<file path="src/rtl/wireframe_mem_arbiter_if.sv">
// Rasterizer write, display read, memory and status signals of the wireframe memory arbiter.
interface wireframe_mem_arbiter_if #(
    parameter int unsigned ADDR_W = 17
);
    logic              wr_en;
    logic              wr_data;
    logic [ADDR_W-1:0] wr_addr;
    logic              rd_req;
    logic [ADDR_W-1:0] rd_addr;
    logic              rd_gnt;
    logic              rd_valid;
    logic              rd_data;
    logic              mem_we;
    logic [ADDR_W-1:0] mem_addr;
    logic              mem_wdata;
    logic              mem_rdata;
    logic              fifo_full;
    logic              overflow;
    logic              clr_overflow;
    logic              idle;

    // Arbiter side
    modport slave (
        input  wr_en, wr_data, wr_addr, rd_req, rd_addr, mem_rdata, clr_overflow,
        output rd_gnt, rd_valid, rd_data, mem_we, mem_addr, mem_wdata,
        output fifo_full, overflow, idle
    );

    // Requester / memory side
    modport master (
        output wr_en, wr_data, wr_addr, rd_req, rd_addr, mem_rdata, clr_overflow,
        input  rd_gnt, rd_valid, rd_data, mem_we, mem_addr, mem_wdata,
        input  fifo_full, overflow, idle
    );
endinterface

</file>
<file path="src/rtl/wireframe_mem_arbiter.sv">
// Shares one wireframe memory port between buffered rasterizer writes and
// priority display reads; a read-streak limit guarantees queued writes drain.
module wireframe_mem_arbiter #(
    parameter int unsigned ADDR_W        = 17,
    parameter int unsigned FIFO_DEPTH    = 8,
    parameter int unsigned MAX_RD_STREAK = 16
) (
    input  logic                   clk,
    input  logic                   n_rst,
    wireframe_mem_arbiter_if.slave bus
);
    localparam int unsigned PTR_W    = $clog2(FIFO_DEPTH);
    localparam int unsigned CNT_W    = PTR_W + 1;
    localparam int unsigned STREAK_W = $clog2(MAX_RD_STREAK + 1);

    typedef enum logic [1:0] {S_IDLE, S_READ, S_WRITE} slot_t;

    typedef struct packed {
        logic [ADDR_W-1:0] addr;
        logic              data;
    } entry_t;

    entry_t              fifo_mem [FIFO_DEPTH];
    entry_t              head;
    logic [PTR_W-1:0]    wr_ptr;
    logic [PTR_W-1:0]    rd_ptr;
    logic [CNT_W-1:0]    count;
    logic [STREAK_W-1:0] streak;
    slot_t               state;
    slot_t               slot;
    logic                overflow_q;
    logic                empty;
    logic                full;
    logic                force_wr;
    logic                push;
    logic                pop;
    logic                drop;

    assign head     = fifo_mem[rd_ptr];
    assign empty    = (count == '0);
    assign full     = (count == CNT_W'(FIFO_DEPTH));
    assign force_wr = (streak == STREAK_W'(MAX_RD_STREAK)) && !empty;

    // Slot decision for the current cycle: forced write, then read, then drain.
    always_comb begin
        slot = S_IDLE;
        if (!n_rst) begin
            slot = S_IDLE;
        end else if (force_wr) begin
            slot = S_WRITE;
        end else if (bus.rd_req) begin
            slot = S_READ;
        end else if (!empty) begin
            slot = S_WRITE;
        end
    end

    assign pop  = (slot == S_WRITE);
    assign push = bus.wr_en && (!full || pop);
    assign drop = bus.wr_en && full && !pop;

    // Memory port and status outputs.
    assign bus.rd_gnt    = (slot == S_READ);
    assign bus.mem_we    = pop;
    assign bus.mem_addr  = (slot == S_READ)  ? bus.rd_addr :
                           (slot == S_WRITE) ? head.addr   : '0;
    assign bus.mem_wdata = pop && head.data;
    assign bus.rd_valid  = (state == S_READ);
    assign bus.rd_data   = bus.mem_rdata;
    assign bus.fifo_full = full;
    assign bus.overflow  = overflow_q;
    assign bus.idle      = empty && (state != S_READ);

    // Write FIFO storage; contents need no reset since count gates every use.
    always_ff @(posedge clk) begin
        if (push) begin
            fifo_mem[wr_ptr] <= '{addr: bus.wr_addr, data: bus.wr_data};
        end
    end

    // Slot state, read streak, FIFO pointers/count and sticky overflow.
    always_ff @(posedge clk or negedge n_rst) begin
        if (!n_rst) begin
            state      <= S_IDLE;
            streak     <= '0;
            wr_ptr     <= '0;
            rd_ptr     <= '0;
            count      <= '0;
            overflow_q <= 1'b0;
        end else begin
            state <= slot;

            if (slot == S_READ) begin
                if (streak != STREAK_W'(MAX_RD_STREAK)) begin
                    streak <= streak + STREAK_W'(1);
                end
            end else begin
                streak <= '0;
            end

            if (push) begin
                wr_ptr <= wr_ptr + PTR_W'(1);
            end
            if (pop) begin
                rd_ptr <= rd_ptr + PTR_W'(1);
            end

            case ({push, pop})
                2'b10:   count <= count + CNT_W'(1);
                2'b01:   count <= count - CNT_W'(1);
                default: count <= count;
            endcase

            if (drop) begin
                overflow_q <= 1'b1;
            end else if (bus.clr_overflow) begin
                overflow_q <= 1'b0;
            end
        end
    end
endmodule

</file>
<file path="src/flat_wrapper.sv">
// flat-port wrapper written by rule: the top's interface ports become plain ports
module wireframe_mem_arbiter_flat 
#(
    parameter int unsigned ADDR_W        = 17,
    parameter int unsigned FIFO_DEPTH    = 8,
    parameter int unsigned MAX_RD_STREAK = 16
)
  (clk, n_rst, bus_wr_en, bus_wr_data, bus_wr_addr, bus_rd_req, bus_rd_addr, bus_mem_rdata, bus_clr_overflow, bus_rd_gnt, bus_rd_valid, bus_rd_data, bus_mem_we, bus_mem_addr, bus_mem_wdata, bus_fifo_full, bus_overflow, bus_idle);
  wireframe_mem_arbiter_if #(.ADDR_W(ADDR_W)) bus_i ();
  input  logic clk;
  input  logic n_rst;
  input wire logic [$bits(bus_i.wr_en)-1:0] bus_wr_en;
  input wire logic [$bits(bus_i.wr_data)-1:0] bus_wr_data;
  input wire logic [$bits(bus_i.wr_addr)-1:0] bus_wr_addr;
  input wire logic [$bits(bus_i.rd_req)-1:0] bus_rd_req;
  input wire logic [$bits(bus_i.rd_addr)-1:0] bus_rd_addr;
  input wire logic [$bits(bus_i.mem_rdata)-1:0] bus_mem_rdata;
  input wire logic [$bits(bus_i.clr_overflow)-1:0] bus_clr_overflow;
  output wire logic [$bits(bus_i.rd_gnt)-1:0] bus_rd_gnt;
  output wire logic [$bits(bus_i.rd_valid)-1:0] bus_rd_valid;
  output wire logic [$bits(bus_i.rd_data)-1:0] bus_rd_data;
  output wire logic [$bits(bus_i.mem_we)-1:0] bus_mem_we;
  output wire logic [$bits(bus_i.mem_addr)-1:0] bus_mem_addr;
  output wire logic [$bits(bus_i.mem_wdata)-1:0] bus_mem_wdata;
  output wire logic [$bits(bus_i.fifo_full)-1:0] bus_fifo_full;
  output wire logic [$bits(bus_i.overflow)-1:0] bus_overflow;
  output wire logic [$bits(bus_i.idle)-1:0] bus_idle;
  assign bus_i.wr_en = bus_wr_en;
  assign bus_i.wr_data = bus_wr_data;
  assign bus_i.wr_addr = bus_wr_addr;
  assign bus_i.rd_req = bus_rd_req;
  assign bus_i.rd_addr = bus_rd_addr;
  assign bus_i.mem_rdata = bus_mem_rdata;
  assign bus_i.clr_overflow = bus_clr_overflow;
  assign bus_rd_gnt = bus_i.rd_gnt;
  assign bus_rd_valid = bus_i.rd_valid;
  assign bus_rd_data = bus_i.rd_data;
  assign bus_mem_we = bus_i.mem_we;
  assign bus_mem_addr = bus_i.mem_addr;
  assign bus_mem_wdata = bus_i.mem_wdata;
  assign bus_fifo_full = bus_i.fifo_full;
  assign bus_overflow = bus_i.overflow;
  assign bus_idle = bus_i.idle;
  wireframe_mem_arbiter #(.ADDR_W(ADDR_W), .FIFO_DEPTH(FIFO_DEPTH), .MAX_RD_STREAK(MAX_RD_STREAK)) u_core (.clk(clk), .n_rst(n_rst), .bus(bus_i));
endmodule
</file>
<file path="config.mk">
export PLATFORM = sky130hd
export DESIGN_NAME = wireframe_mem_arbiter_flat
export DESIGN_NICKNAME = d
export VERILOG_FILES = /design/src/rtl/wireframe_mem_arbiter_if.sv /design/src/rtl/wireframe_mem_arbiter.sv /design/src/flat_wrapper.sv
export SDC_FILE = /design/constraint.sdc
export NUM_CORES = 1
export LEC_CHECK = 0
export ABC_AREA = 1
export BUFFER_PORTS_ARGS = -buffer_cell sky130_fd_sc_hd__buf_2
export CAP_MARGIN = 25
export CORE_ASPECT_RATIO = 2
export CORE_MARGIN = 2
export CORE_UTILIZATION = 36
export DETAILED_ROUTE_END_ITERATION = 7
export GPL_TIMING_DRIVEN = 0
export PLACE_DENSITY_LB_ADDON = 0.3
export SETUP_SLACK_MARGIN = 0.5
export SYNTH_ARGS = -nofsm -noshare
export SYNTH_HDL_FRONTEND = slang
export SYNTH_SLANG_ARGS = --single-unit
</file>
<file path="constraint.sdc">
create_clock -name clk -period 5.1 [get_ports clk]
set_input_delay 1.02 -clock clk [delete_from_list [all_inputs] [get_ports clk]]
set_output_delay 1.02 -clock clk [all_outputs]
set_load 0.005 [all_outputs]
</file>
# Word-level counts from Yosys, hierarchy flattened
# Memories as Yosys holds them, arrays and structs flattened.
# Index checks and enable logic that the tools add are counted.
[word_totals] mem_count=1 in_bits=41 mem_bits_rw=144 out_inout_bits=25 reg_bits=18 wordCells=48
[memory_table] memory="u_core.fifo_mem" depth=8 width=18 rd=1 rd_ports_with_merged_regs=0 write_ports=1 line="wireframe_mem_arbiter.sv:23" rtl="entry_t fifo_mem [FIFO_DEPTH];"
[classes] reduce_logical=13 eq_ne=10 muxes=13 addsub=5
[op_table] cell="2-to-1 mux 17 bit" n=2
[op_table] cell="2-to-1 mux 5 bit" n=2
[op_table] cell="2-to-1 mux 2 bit" n=4
[op_table] cell="one-hot mux 4 bit (2 select lines)" n=1
[op_table] cell="adder 3 x 1 -> 3 bit, second input constant" n=2
[op_table] cell="equality test 2 x 1 -> 1 bit, second input constant" n=3
[op_table] cell="logical AND 1 bit" n=6
[op_table] cell="adder 5 x 1 -> 5 bit, second input constant" n=1
[op_table] cell="equality test 5 bit, second input constant" n=1
[op_table] cell="inequality test 5 bit, second input constant" n=1
[op_table] cell="adder 4 x 1 -> 4 bit, second input constant" n=1
[op_table] cell="equality test 2 bit, second input constant" n=2
[op_table] cell="equality test 4 bit, second input constant" n=1
[op_table] cell="zero test 4 bit" n=1
[op_table] cell="2-to-1 mux 1 bit" n=4
[op_table] cell="inequality test 2 x 1 -> 1 bit, second input constant" n=2
[op_table] cell="nonzero test 2 bit" n=2
[op_table] cell="subtractor 4 x 1 -> 4 bit, second input constant" n=1
[op_table] cell="zero test 1 bit" n=3
[op_table] cell="logical OR 1 bit" n=1

# Logic depth before layout (Yosys ltp)
[logic_depth] word_depth=10 ltp_mapped=17 depth_no_buf=17

# Worst setup path before layout
# No wires, ideal clock.
[synth_path] path_type="input-to-reg" start="input port n_rst" end="memory u_core.fifo_mem[1][0] (netlist name), enable pin" path_stages=8 path_buffers=0 setup_ns=0.392 setup_slack_ns=2.295 required_ns=4.708 t_arrival_ns=2.412 cell_sequence="inv_1 a21oi_4 nand2_4 nand2_4 nand2_2 inv_1 nand2_1 nor2_1"
[synth_via] elab_chain_len=6
[synth_lines] item="start: declaration" line="flat_wrapper.sv:11" rtl="input logic n_rst;"
[synth_lines] item="2-to-1 mux 2 bit" line="wireframe_mem_arbiter.sv:47" rtl="if (!n_rst) begin"
[synth_lines] item="equality test 2 bit" line="wireframe_mem_arbiter.sv:58" rtl="assign pop = (slot == S_WRITE);"
[synth_lines] item="logical OR 1 bit" line="wireframe_mem_arbiter.sv:59" rtl="assign push = bus.wr_en && (!full || pop);"
[synth_lines] item="logical AND 1 bit" line="wireframe_mem_arbiter.sv:59"
[synth_lines] item="2-to-1 mux 1 bit" line="wireframe_mem_arbiter.sv:76" rtl="if (push) begin"
[synth_lines] item="2-to-1 mux 1 bit (implied by the code)" line="wireframe_mem_arbiter.sv:77" rtl="fifo_mem[wr_ptr] <= '{addr: bus.wr_addr, data: bus.wr_data};"
[synth_lines] item="end: declaration" line="wireframe_mem_arbiter.sv:23"
# Every way passes these cells.

# Final worst setup path
[layout_path] start="input port n_rst" end="output port bus_mem_addr[15]"
[layout_via] elab_chain_len=4 elab_cells_between_ends=5 classes_between="eq/ne (2); mux (3)"
[layout_lines] item="2-to-1 mux 2 bit (*)" line="wireframe_mem_arbiter.sv:47"
[layout_lines] item="via u_core.slot[0]" line="wireframe_mem_arbiter.sv:30" rtl="slot_t slot;"
[layout_lines] item="equality test 2 bit" line="wireframe_mem_arbiter.sv:66" rtl="(slot == S_WRITE) ? head.addr : '0;"
[layout_lines] item="2-to-1 mux 17 bit" line="wireframe_mem_arbiter.sv:66"
[layout_lines] item="2-to-1 mux 17 bit (*)" line="wireframe_mem_arbiter.sv:65" rtl="assign bus.mem_addr = (slot == S_READ) ? bus.rd_addr :"
[layout_lines] item="end: declaration" line="flat_wrapper.sv:23" rtl="output wire logic [$bits(bus_i.mem_addr)-1:0] bus_mem_addr;"
# Mark *: on every way through the listed nets, which the timed path passes. The rest lies on a longest branch.

==> impl_results.md <==
* Status: completed
* CTS tree: yes
* CTS Hold Bufs at 0
* CP Capture Point: bus_mem_addr[15]
* Mean Syn Cell Area at 12.45 um2
* Mapped Cells at 540
* Gr usage total at 19.41%
* I/O Buffers at 64
* Ys async rst share at 11.11%
* Core area at 18310 um2
* Least-Margin Pin Slew at 0.8190 ns
* Via count at 4781
* Hold Path Class: reg2reg
* Post-route clock period utilization at 71.18%
* Global-route wire length before repair at 27790 um
* Post-placement cell area at 7467 um2
* Required time of the critical path at 4.08 ns
* Row cnt at 70
* CTS max path bufs at 2
* Worst R2R End: u_core.fifo_mem[4][11]
* I/O pins at 66
* Main synth FF type: edfxtp_1
* Worst r2r src: u_core.streak[0]
* CTS H-tree lvls at 4
* Net Sw Frac at 35.38%
* Clock sink total at 162
* Routability cong. at 0.8259
* Detail Placement HPWL at 12350 um
* Synth warn at 0
* PnR Total Power at 4.477 mW
* Final core utilization at 44.06%
* Layout cells sized above 1 at 21.93%
* Post-route DRC violation count at 0
* Crit Path Category: in2out
* Final Net Count at 677
* Die ar. at 19850 um2
* Pre-antenna DRT Iters at 5
* Psw at 1.584 mW
* Max Transition Viols Final at 0
* Clock latency on the worst-skew pair at 0.42 ns
* Clk root buf: clkbuf_16
* Starting Density at 36.72%
* Post-CTS setup buffer count at 0
* Sequential power share at 38.7%
* Total CTS buffers at 17
* Vias in the first global route at 4943
* Count of final hold-check violations at 0
* Pin count of the biggest net entering global routing at 21
* Clock Skew at 0.01118 ns
* Syn nets at 586
* Clock Power Share at 28.9%
* Max VDD drop at 0.0002296 V
* CP max FO at 20
* Pwr per Cell Area at 555.1 nW/um2
* Post-synth cell types at 32
* Hold Path Depth at 2
* Cell area after layout at 8065 um2
* Max-Cap Viols at 0
* Register-to-Register Setup Slack at 2.38 ns
* RSZ-0062 raised after global routing: no
* Final setup TNS at 0 ns
* CP startpoint: n_rst
* Slew margin rel. at 45.34%
* FF+latch count, synth at 162
* Final setup fails at 0
* Hold_ws at 0.5290 ns
* Combinational share of power at 32.4%
* Area added between synthesis and finish at 19.99%
* Post-synth EDFFs at 144
* Commonest non-fill, non-tap cell in the layout: edfxtp_1
* Antenna-violating nets left at 0
* Crit path time final at 3.630 ns
* CP Data Arrival Time at 2.61 ns
* Ant. Diodes at 0
* Detailed-route wire length at 18480 um
* Most frequent cells in the layout: 144 x edfxtp_1, 78 x nor2_1, 76 x buf_2
* Die W at 100.6 um
* Total grt overflow at 0
* Initial antenna violation count at 0
* Internal at 2.893 mW
* Post-Synthesis Cell Area at 6721 um2
* Seq/Total Area, Yosys at 71.03%
* Reg2Reg Depth at 12
* DR WL/cell at 21.52 um
* Resized cells post-CTS at 0
* Leak at 3.019 nW
* Nature of the critical path endpoint: primary output
* CTS clk-pin slew, worst paths at 0.07 ns
* Drt via density at 5.566
* F_max at 275.5 MHz
* Initial DRC count at 541
* Die height at 197.2 um
* Worst Hold Launch: u_core.bus.overflow
* CP Launch Type: input pin
[sequential cells by signal, summed over array words and instances (netlist names)]
register             flops
u_core.bus.overflow      1
u_core.count             4
u_core.fifo_mem        144
u_core.rd_ptr            3
u_core.state             2
u_core.streak            5
u_core.wr_ptr            3
[per-layer routing]
layer  track usage [%]  vias to the layer above  part of all wire [%]
li1                  -                     2142                     -
met1             20.88                     2336                    35
met2             33.23                      229                    53
met3             3.432                       74                   6.3
met4             14.46                        0                   6.0
met5                 0                        -                     0
[cell usage after synthesis, types with 2 or more instances]
cell type	n	area [um2]
edfxtp_1	144	4324
nor2_1	82	307.8
nand2_1	66	247.7
o21ai_0	64	320.3
o221ai_1	34	297.8
nand3_1	28	140.1
inv_1	22	82.58
dfrtp_1	18	450.4
clkbuf_1	14	52.55
buf_2	12	60.06
o21ai_1	9	45.04
xor2_1	6	52.55
ha_1	5	62.56
a21oi_1	4	20.02
nand2_2	4	25.02
nor2_2	4	25.02
buf_4	3	22.52
nor2_4	3	33.78
inv_2	2	7.510
nand2_4	2	22.52
nand4_1	2	12.51
nor3_1	2	10.01
[final cells by class]
cell class | count | area (um2)
fillers | 1634 | 10240
flip-flops and latches | 162 | 4775
multi-input cells | 323 | 1715
repair buffers | 72 | 465.4
clock buffers | 19 | 432.9
well taps | 216 | 270.3
clock inverters | 12 | 165.2
plain buffers | 31 | 151.4
inverters | 24 | 90.09
[how the worst min path moves through the flow]
stage	to	slack [ns]
floorplan	u_core.streak[2]	0.49
global placement	u_core.streak[2]	0.51
detailed placement	u_core.bus.overflow	0.52
CTS	u_core.bus.overflow	0.53
global route	u_core.bus.overflow	0.54
finish	u_core.bus.overflow	0.53
[cell families (layout without fill, tap and decap cells)]
| family | Yosys count | after routing | synth area share (%) |
|---|---|---|---|
| simple gates | 197 | 197 | 12.88 |
| flops | 162 | 162 | 71.04 |
| compound gates | 115 | 115 | 10.78 |
| buf+inv | 55 | 158 | 3.593 |
| xor+xnor | 6 | 6 | 0.7818 |
| fa+ha+maj | 5 | 5 | 0.9308 |
[critical path, stage by stage]
cell and delay (ns):
buf_2 0.37, nand2_1 0.19, nor2_4 0.36, buf_2 0.38, nand2_1 0.09, nand2_1 0.07
buf_2 0.11
[metrics by stage]
step | cells | setup WS (ns)
after floorplan | 540 | 2.295
after global placement | 820 | 0.7353
after detailed placement | 828 | 1.391
after CTS | 859 | 1.389
after global routing | 859 | 1.228
final | 859 | 1.470
[power by group through the flow]
| stage | registers [mW] | logic [mW] | clock network [mW] |
|---|---|---|---|
| final | 1.73 | 1.45 | 1.30 |
| after global routing | 1.74 | 1.57 | 1.36 |
| after CTS | 1.73 | 1.44 | 1.31 |
| after detailed placement | 1.75 | 1.44 | 0 |
| after global placement | 1.75 | 1.35 | 0 |
| after floorplan | 1.74 | 0.840 | 0 |
Note: power is estimated with default switching activity, not from simulation.
